**src/rtl/key_debounce_pkg.sv**
```systemverilog
// Shared constants and FSM encodings for the pushbutton debouncer and related pin inputs.
package key_debounce_pkg;

  localparam int unsigned BOARD_CLK_HZ            = 27_000_000;
  localparam int unsigned DEFAULT_DEBOUNCE_CYCLES = 270_000;
  localparam int unsigned DEFAULT_LONG_CYCLES     = 27_000_000;

  localparam logic [1:0] ST_UP        = 2'b00;
  localparam logic [1:0] ST_WAIT_DOWN = 2'b01;
  localparam logic [1:0] ST_DOWN      = 2'b10;
  localparam logic [1:0] ST_WAIT_UP   = 2'b11;

  typedef enum logic [1:0] {
    S_UP        = ST_UP,
    S_WAIT_DOWN = ST_WAIT_DOWN,
    S_DOWN      = ST_DOWN,
    S_WAIT_UP   = ST_WAIT_UP
  } state_e;

endpackage

```
**src/rtl/key_debounce_sync2.sv**
```systemverilog
// Two-flop synchronizer for asynchronous pin inputs; resets to RST_VAL.
module sync2 #(
  parameter bit RST_VAL = 1'b0
) (
  input  logic clock,
  input  logic rst_n,
  input  logic i_d,
  output logic o_q
);

  logic r_meta;
  logic r_sync;

  always_ff @(posedge clock or negedge rst_n) begin
    if (!rst_n) begin
      r_meta <= RST_VAL;
      r_sync <= RST_VAL;
    end else begin
      r_meta <= i_d;
      r_sync <= r_meta;
    end
  end

  assign o_q = r_sync;

endmodule

```
**src/rtl/key_debounce.sv**
```systemverilog
// Pushbutton debouncer: sync, polarity-normalise, 4-state debounce FSM with press/release pulses.
// Optional long-press pulse output enabled by defining KEY_DEBOUNCE_LONGPRESS_EN.
module key_debounce
  import key_debounce_pkg::*;
#(
  parameter int unsigned DEBOUNCE_CYCLES = DEFAULT_DEBOUNCE_CYCLES,
  parameter int unsigned CNT_W           = 20,
  parameter bit          ACTIVE_LOW      = 1'b1,
  parameter int unsigned LONG_CYCLES     = DEFAULT_LONG_CYCLES
) (
  input  logic clock,
  input  logic rst_n,
  input  logic key_in,
  output logic key_level,
  output logic key_press,
  output logic key_release
`ifdef KEY_DEBOUNCE_LONGPRESS_EN
  ,
  output logic key_long
`endif
);

  localparam logic [CNT_W-1:0] CNT_LAST = CNT_W'(DEBOUNCE_CYCLES - 1);

  // Elaboration-time sanity: counter must hold DEBOUNCE_CYCLES-1 and never wrap.
  if ((DEBOUNCE_CYCLES < 2) || (((64'(DEBOUNCE_CYCLES) - 64'd1) >> CNT_W) != 64'd0)
      || (LONG_CYCLES < 2)) begin : g_param_err
    $error("key_debounce: invalid DEBOUNCE_CYCLES/CNT_W/LONG_CYCLES");
  end

  logic w_sync;
  logic w_key_s;

  sync2 #(
    .RST_VAL(ACTIVE_LOW)
  ) u_sync2 (
    .clock(clock),
    .rst_n(rst_n),
    .i_d  (key_in),
    .o_q  (w_sync)
  );

  assign w_key_s = ACTIVE_LOW ? ~w_sync : w_sync;

  state_e           r_state;
  state_e           w_state_next;
  logic [CNT_W-1:0] r_cnt;
  logic [CNT_W-1:0] w_cnt_next;
  logic             r_level;
  logic             w_level_next;
  logic             r_press;
  logic             w_press_next;
  logic             r_release;
  logic             w_release_next;

  always_ff @(posedge clock or negedge rst_n) begin
    if (!rst_n) begin
      r_state   <= S_UP;
      r_cnt     <= '0;
      r_level   <= 1'b0;
      r_press   <= 1'b0;
      r_release <= 1'b0;
    end else begin
      r_state   <= w_state_next;
      r_cnt     <= w_cnt_next;
      r_level   <= w_level_next;
      r_press   <= w_press_next;
      r_release <= w_release_next;
    end
  end

  // Next state; any disagreeing sample restarts the stability count.
  always_comb begin
    w_state_next   = r_state;
    w_cnt_next     = r_cnt;
    w_level_next   = r_level;
    w_press_next   = 1'b0;
    w_release_next = 1'b0;
    unique case (r_state)
      S_UP: begin
        w_cnt_next = '0;
        if (w_key_s) begin
          w_state_next = S_WAIT_DOWN;
        end
      end
      S_WAIT_DOWN: begin
        if (!w_key_s) begin
          w_state_next = S_UP;
          w_cnt_next   = '0;
        end else if (r_cnt == CNT_LAST) begin
          w_state_next = S_DOWN;
          w_cnt_next   = '0;
          w_level_next = 1'b1;
          w_press_next = 1'b1;
        end else begin
          w_cnt_next = r_cnt + CNT_W'(1);
        end
      end
      S_DOWN: begin
        w_cnt_next = '0;
        if (!w_key_s) begin
          w_state_next = S_WAIT_UP;
        end
      end
      S_WAIT_UP: begin
        if (w_key_s) begin
          w_state_next = S_DOWN;
          w_cnt_next   = '0;
        end else if (r_cnt == CNT_LAST) begin
          w_state_next   = S_UP;
          w_cnt_next     = '0;
          w_level_next   = 1'b0;
          w_release_next = 1'b1;
        end else begin
          w_cnt_next = r_cnt + CNT_W'(1);
        end
      end
      default: begin
        w_state_next = S_UP;
        w_cnt_next   = '0;
      end
    endcase
  end

  assign key_level   = r_level;
  assign key_press   = r_press;
  assign key_release = r_release;

`ifdef KEY_DEBOUNCE_LONGPRESS_EN
  localparam int unsigned HOLD_W = $clog2(LONG_CYCLES + 1);
  localparam logic [HOLD_W-1:0] HOLD_LAST = HOLD_W'(LONG_CYCLES - 1);

  logic [HOLD_W-1:0] r_hold;
  logic              r_long_done;
  logic              r_long;

  // Hold counter saturates; r_long_done keeps release bounces from re-firing within one press.
  always_ff @(posedge clock or negedge rst_n) begin
    if (!rst_n) begin
      r_hold      <= '0;
      r_long_done <= 1'b0;
      r_long      <= 1'b0;
    end else begin
      r_long <= 1'b0;
      if ((r_state == S_DOWN) && (w_state_next == S_DOWN)) begin
        if (r_hold == HOLD_LAST) begin
          if (!r_long_done) begin
            r_long      <= 1'b1;
            r_long_done <= 1'b1;
          end
        end else begin
          r_hold <= r_hold + HOLD_W'(1);
        end
      end else begin
        r_hold <= '0;
      end
      if (w_press_next) begin
        r_long_done <= 1'b0;
      end
    end
  end

  assign key_long = r_long;
`endif

endmodule

```
**config.mk**
```make
export PLATFORM = sky130hd
export DESIGN_NAME = key_debounce
export DESIGN_NICKNAME = d
export VERILOG_FILES = /design/src/rtl/key_debounce_pkg.sv /design/src/rtl/key_debounce_sync2.sv /design/src/rtl/key_debounce.sv
export SDC_FILE = /design/constraint.sdc
export NUM_CORES = 1
export LEC_CHECK = 0
export BUFFER_PORTS_ARGS = -buffer_cell sky130_fd_sc_hd__buf_2
export CAP_MARGIN = 15
export CORE_MARGIN = 2
export CORE_UTILIZATION = 30
export CTS_CLUSTER_DIAMETER = 50
export DETAILED_ROUTE_END_ITERATION = 8
export PLACE_DENSITY = 0.47
export RECOVER_POWER = 100
export SLEW_MARGIN = 20
export SYNTH_ARGS = -nofsm -noshare
export SYNTH_HDL_FRONTEND = slang
export SYNTH_SLANG_ARGS = --single-unit
export TNS_END_PERCENT = 20
```
**constraint.sdc**
```tcl
create_clock -name clock -period 5.9 [get_ports clock]
set_clock_uncertainty 0.15 [all_clocks]
set_input_delay 0.295 -clock clock [delete_from_list [all_inputs] [get_ports clock]]
set_output_delay 0.295 -clock clock [all_outputs]
set_load 0.01 [all_outputs]
```
==> results of run 1 <==
==> through the flow <==
stage                     worst slack, ns  hold slack, ns  std cells  area [µm²]
after floorplan                      3.97          -0.151        124        1330
after global placement               3.81           0.194        175        1360
after detailed placement             3.78           0.197        175        1360
after CTS                            3.77           0.212        181        1430
after global routing                 3.50           0.222        181        1430
final                                3.65           0.210        181        1430
==> cell usage in the layout (no fill, tap or decap), drive strengths merged <==
cell type | netlist | layout
nor3b | 1 | 1
or4b | 1 | 1
buf | 4 | 1
dfstp | 2 | 2
or3 | 1 | 1
clkbuf | 2 | 7
ha | 1 | 1
nor2 | 21 | 21
nand2b | 1 | 1
a21oi | 2 | 2
and4 | 5 | 5
and2 | 3 | 3
nand2 | 2 | 2
dlygate4sd3 | 0 | 2
nor4 | 2 | 2
xor2 | 10 | 10
and3 | 6 | 6
o21ai | 2 | 2
nand4 | 9 | 9
mux2i | 2 | 2
a21bo | 1 | 1
nand3 | 6 | 6
a211o | 1 | 1
dfrtp | 25 | 25
a21boi | 1 | 1
nor3 | 2 | 2
xnor2 | 6 | 6
inv | 3 | 3
or4 | 2 | 2
clkinvlp | 0 | 1
==> path summary, 6_finish.rpt <==
path	cells past startpoint	slack (ns)	end	start
min in group asynchronous	2	0.74	r_cnt[19]	rst_n
worst min register to register	0	0.21	u_sync2.o_q	u_sync2.r_meta
worst max register to register	4	3.65	r_cnt[5]	r_cnt[4]
max in group asynchronous	2	4.00	asynchronous set/reset pin	rst_n
worst max-delay path	4	3.65	r_cnt[5]	r_cnt[4]
worst min-delay path	0	0.21	u_sync2.o_q	u_sync2.r_meta
==> power breakdown <==
part	internal [mW]	switching, mW	leakage, nW	total (mW)
logic	0.00277	0.00661	0.194	0.00938
registers	0.187	0.00141	0.367	0.189
clock network	0.0479	0.0603	0.0217	0.108
==> kinds of logic after synthesis <==
kind of cell,count (synthesis)
compound gates,7
flops,27
xor+xnor,16
buf+inv,9
fa+ha+maj,1
mux,2
simple gates,62
==> sequential cells by signal, summed over array words and instances (netlist names), named ones only <==
name,flops
key_level,1
key_press,1
key_release,1
r_cnt,20
r_state,1
u_sync2.o_q,1
u_sync2.r_meta,1
==> layout make-up <==
type / count / area share, %
sequential: 27 / 47.6
multi-input combinational: 88 / 40.8
tap: 52 / 4.57
clock buffer: 3 / 2.90
timing repair buffer: 7 / 2.81
inverter: 3 / 0.790
clock inverter: 1 / 0.527
==> layer usage <==
metal / track usage, % / up-vias / share of wire (%)
met5: 0 / - / 0
met4: 3.85 / 0 / 0.70
met3: 1.73 / 2 / 1.2
met2: 18.1 / 2 / 48
met1: 14.8 / 429 / 50
li1: - / 443 / -
==> flow_metrics.py, run 1 <==
metrics = {
    "outcome": {
        "run_status": "completed",
    },
    "global_routing": {
        "antenna_found_initial": 0,
        "first_global_vias": 935,
        "grt_usage_pct": 11.1,
        "grt_pass1_wl_mm": 4.40,
        "grt.overflow.total": 0,
        "grt_max_degree": 28,
    },
    "clock_tree": {
        "cts-root-buf": "clkbuf_8",
        "cts.clk_slew.worst_paths_ns": 0.10,
        "numCtsBuffers": 3,
        "h-tree-depth": 1,
        "clock-sinks": 27,
        "cts_resized": 0,
        "insertion_delay_ns": 0.27,
        "cts_tree": "built",
        "cts_hold_buffers": 2,
        "post-cts-setup-buffers": 0,
        "clk_path_buf_depth": 2,
    },
    "power_and_ir_drop": {
        "vdd_drop_max_v": 0.0000852,
        "power_uw": 306,
        "power.leakage_nw": 0.582,
        "power.density_mw_per_mm2": 215,
    },
    "synth": {
        "synth_top_area_share_pct": 47.2,
        "syn_nets": 128,
        "ys_seq_area_share_pct": 51.1,
        "netlist_instances": 124,
        "yosysUniqueCellTypes": 35,
        "synth_xor_area_share_pct": 10.6,
        "synth_edf_count": 0,
        "yosys-top-cells-count": "25 x dfrtp_1, 21 x nor2_1, 10 x xor2_1",
        "synthFlopType": "dfrtp_1",
        "yosysWarnings": 0,
        "synth_area_leaders": "dfrtp_1 47%, xor2_1 6.6%, nor2_1 5.9%",
        "syn_area_mm2": 0.00133,
        "synthSimpleGateAreaFrac_pct": 27.4,
        "synth.avg_cell_area_um2": 10.7,
        "synth_top_family_by_area": "simple AND/OR/NAND/NOR gates",
        "synth_area_leader_cell": "dfrtp_1",
        "ys_async_sr_fraction_pct": 100,
        "synth.most_common_cell": "dfrtp_1",
        "synth_mux_area_share_pct": 1.51,
        "synth_compound_area_share_pct": 3.49,
        "synth.ff_latch_count": 27,
        "synth-adder-area-share_pct": 0.943,
    },
    "cells_and_area": {
        "layout.nets": 134,
        "fillers": 456,
        "drive_gt1_share_pct": 9.30,
        "num_antenna_cells": 0,
        "syn2layout_area_growth_pct": 7.45,
        "finish.utilization_pct": 33.2,
        "seqCellArea_um2": 678,
        "multiInputGateArea_um2": 582,
    },
    "detailed_routing": {
        "ant_nets": 0,
        "drt_iter0_markers": 48,
        "drt-total-wl_mm": 2.44,
        "drt-vias-per-instance": 4.84,
        "wire_per_inst_um": 13.5,
        "drc": 0,
        "drtPass1Iterations": 4,
        "vias": 876,
    },
    "setup_path": {
        "path_delay_family": "simple AND/OR/NAND/NOR gates",
        "crit_arrival_ns": 2.25,
        "start_kind": "register",
        "cp_slowest_cell": "a21bo_1",
        "slowest_delay_ns": 0.54,
        "crit_path_cell_trace": "or4_1, nor3_1, a21bo_1, nor2_1",
        "path_class": "reg2reg",
        "cp-end-kind": "register",
        "required_ns": 5.90,
        "cp_max_fo": 18,
        "cp_num_buf_inv": 0,
    },
    "floorplanning": {
        "core_area_mm2": 0.00429,
        "io_pins": 6,
        "rows": 24,
        "initial_utilization_pct": 30.9,
        "die_h_um": 70.5,
        "die_area_mm2": 0.00497,
        "dieWidth_um": 70.5,
    },
    "timing": {
        "worstMarginPinSlew_ns": 1.46,
        "fin_tns_setup_ns": 0,
        "period_needed_ns": 2.25,
        "rsz0062_at_grt": "no",
        "post-route-period-util_pct": 38.1,
        "hold_violations": 0,
        "setup_viol_count_final": 0,
        "slew-limit-headroom_pct": 2.36,
        "slew_viol_final": 0,
        "max_freq_mhz": 445,
    },
    "placement": {
        "io_buffers": 5,
        "routabilityCongestion": 0.789,
        "dpl.hpwl_mm": 1.66,
    },
    "min_path": {
        "hold_class": "reg2reg",
    },
    "flow_run": {
        "cap_violations": 0,
    },
}
Note: power is estimated with default switching activity, not from simulation.
==> inputs of run 2 (changes only) <==
--- a/config.mk
+++ b/config.mk
@@ -5,6 +5,7 @@
 export SDC_FILE = /design/constraint.sdc
 export NUM_CORES = 1
 export LEC_CHECK = 0
+export ABC_AREA = 1
 export BUFFER_PORTS_ARGS = -buffer_cell sky130_fd_sc_hd__buf_2
 export CAP_MARGIN = 15
 export CORE_MARGIN = 2
==> constraint.sdc (replaced) <==
create_clock -name clock -period 2.2 [get_ports clock]
set_clock_uncertainty 0.15 [all_clocks]
set_input_delay 0.11 -clock clock [delete_from_list [all_inputs] [get_ports clock]]
set_output_delay 0.11 -clock clock [all_outputs]
set_load 0.01 [all_outputs]
==> run 2 against run 1 <==
Effect of this change:
- area after synthesis grew 14%
- sequential cell count is the same
- first-iteration DRC count grew 44%
- die area grew 13%
- non-clock buffer count is the same
- final area grew 15%
- cell count grew 56%
- sequential share of layout area shrank 6.2 points
- combinational power grew to 3.2 times the previous value
- wire length grew 28%
- critical path depth grew 4
- largest power group unchanged
==> flow_metrics.py, run 2 <==
metrics = {
    "cells_and_area": {
        "layout.nets": 220,
        "drive_gt1_share_pct": 9.30,
        "largest_register": "r_cnt",
        "syn2layout_area_growth_pct": 8.71,
        "num_antenna_cells": 0,
        "final_cell_mix": "64 x nand2_1, 57 x nor2_1, 25 x dfrtp_1, 18 x inv_1, 10 x nand3_1",
        "finalInstanceArea_mm2": 0.00164,
        "largest_reg_flops": 20,
        "layoutNonFillerInstCount": 282,
        "fillers": 526,
        "layout_commonest_cell": "nand2_1",
    },
    "timing": {
        "fin_tns_setup_ns": 0,
        "max_freq_mhz": 532,
        "hold_violations": 0,
        "slew-limit-headroom_pct": 59.6,
        "setup_viol_count_final": 0,
        "post-route-period-util_pct": 85.4,
        "fin_ws_ns": 0.321,
        "rsz0062_at_grt": "no",
        "worstMarginPinSlew_ns": 0.606,
        "slew_viol_final": 0,
        "period_needed_ns": 1.88,
    },
    "setup_path": {
        "cp_max_fo": 11,
        "start_kind": "register",
        "required_ns": 2.26,
        "path_class": "reg2reg",
        "crit_arrival_ns": 1.94,
        "cp-end-kind": "register",
    },
    "placement": {
        "pre_cts_ws_ns": 0.378,
        "dpl.hpwl_mm": 2.43,
        "io_buffers": 5,
        "dp_cells": 276,
        "place_area_mm2": 0.00160,
        "routabilityCongestion": 0.779,
    },
    "synth": {
        "synth_area_leaders": "dfrtp_1 41%, nand2_1 16%, nor2_1 12%",
        "netlist_instances": 205,
        "synth_top_area_share_pct": 41.5,
        "synth.ff_latch_count": 27,
        "yosysWarnings": 0,
        "ys_seq_area_share_pct": 44.9,
        "ys_async_sr_fraction_pct": 100,
        "synth_edf_count": 0,
        "synth_area_leader_cell": "dfrtp_1",
        "synth.most_common_cell": "nand2_1",
        "synthFlopType": "dfrtp_1",
        "synth.avg_cell_area_um2": 7.36,
        "yosysUniqueCellTypes": 20,
        "yosys-top-cells-count": "64 x nand2_1, 50 x nor2_1, 25 x dfrtp_1",
        "syn_area_mm2": 0.00151,
        "syn_nets": 209,
    },
    "floorplanning": {
        "die_h_um": 74.9,
        "dieWidth_um": 74.9,
        "io_pins": 6,
        "die_area_mm2": 0.00561,
        "core_area_mm2": 0.00479,
        "rows": 25,
        "initial_utilization_pct": 31.5,
    },
    "detailed_routing": {
        "vias": 1182,
        "drt-vias-per-instance": 4.19,
        "ant_nets": 0,
        "wire_per_inst_um": 11.1,
        "drt_iter0_markers": 69,
        "drc": 0,
        "drt-total-wl_mm": 3.13,
        "drtPass1Iterations": 4,
    },
    "global_routing": {
        "grt_max_degree": 28,
        "grt_usage_pct": 13.5,
        "antenna_found_initial": 0,
        "grt.overflow.total": 0,
        "grt_pass1_wl_mm": 5.66,
        "first_global_vias": 1181,
    },
    "clock_tree": {
        "cts-root-buf": "clkbuf_8",
        "h-tree-depth": 1,
        "insertion_delay_ns": 0.28,
        "cts.clk_slew.worst_paths_ns": 0.10,
        "cts_tree": "built",
        "clock-sinks": 27,
        "numCtsBuffers": 3,
        "clk_path_buf_depth": 2,
        "cts_resized": 0,
    },
    "power_and_ir_drop": {
        "pwr-share-comb_pct": 3.6,
        "power.density_mw_per_mm2": 507,
        "pwr-share-clk_pct": 35.7,
        "power.leakage_nw": 0.678,
        "internal_power_uw": 639,
        "seqPwrFrac_pct": 60.8,
        "p_sw_uw": 193,
        "power_uw": 832,
        "vdd_drop_max_v": 0.000279,
        "p_sw_share_pct": 23.2,
    },
    "min_path": {
        "hold_class": "in2async",
    },
    "flow_run": {
        "cap_violations": 0,
    },
    "outcome": {
        "run_status": "completed",
    },
}
[run 2: cell types whose count changed in the layout (fill, tap and decap cells not counted), sizes merged, moves of 6 or more]
cell   previous run  this run
nand2             2        64
inv               3        20
nor2             21        64
nand4             9         3
and3              6         0
nand3             6        12
[run 2: layout make-up]
class | instances | area, µm² | area share (%)
clock inverters | 1 | 7.51 | 0.458
flip-flops and latches | 27 | 678 | 41.3
repair buffers | 7 | 41.3 | 2.52
multi-input cells | 156 | 706 | 43.0
inverters | 21 | 82.6 | 5.03
well taps | 67 | 83.8 | 5.11
clock buffers | 3 | 41.3 | 2.52
[run 2: path summary, 6_finish.rpt]
check / from / end / slack, ns / cells past startpoint
worst min-delay path: rst_n / r_cnt[19] / 0.21 / 2
max in group asynchronous: rst_n / r_cnt[15] / 1.28 / 2
worst max-delay path: r_cnt[0] / r_cnt[6] / 0.32 / 8
min in group clock: u_sync2.r_meta / u_sync2.o_q / 0.21 / 0
worst min register to register: u_sync2.r_meta / u_sync2.o_q / 0.21 / 0
worst max register to register: r_cnt[0] / r_cnt[6] / 0.32 / 8
[run 2: per-layer routing]
layer	up-vias	GRT usage, %	wire length, µm	share of wire [%]
met5	-	0	0	0
met4	0	2.78	24	0.77
met3	2	3.21	84	2.7
met2	9	21.2	1390	44
met1	529	19.2	1640	52
li1	642	-	-	-
[run 2: logic make-up after synthesis]
family	share of synthesized area, %
compound gates	0.829
xor+xnor	5.22
fa+ha+maj	0.829
buf+inv	6.80
flops	44.9
simple gates	41.4
[run 2: through the flow]
step	utilization, %	hold slack (ns)
6_report	34.3	0.211
5_1_grt	34.3	0.215
4_1_cts	34.8	0.212
3_5_place_dp	33.4	0.0198
3_3_place_gp	33.4	0.0110
2_1_floorplan	-	-0.336
[run 2: worst max-delay path, cell delays in order, from the launching register on]
cell      delay [ns]
dfrtp_1         0.43
ha_1            0.28
nand3_1         0.21
clkinv_2        0.13
nand3_2         0.09
nor2_4          0.05
nor2_4          0.23
inv_4           0.12
nor2_1          0.11
[run 2: power groups by stage]
stage	registers (mW)	logic [mW]	clock network, mW
after floorplan	0.515	0.0191	0
after global placement	0.516	0.0305	0
after detailed placement	0.516	0.0307	0
after CTS	0.506	0.0335	0.311
after global routing	0.507	0.0355	0.331
final	0.506	0.0296	0.297
[run 2: timing repair]
item | CTS | global route
hold endpoints to repair | 26 | 0
hold buffers | 2 | 0
setup endpoints to repair | 0 | 0
buffers inserted | 0 | 0
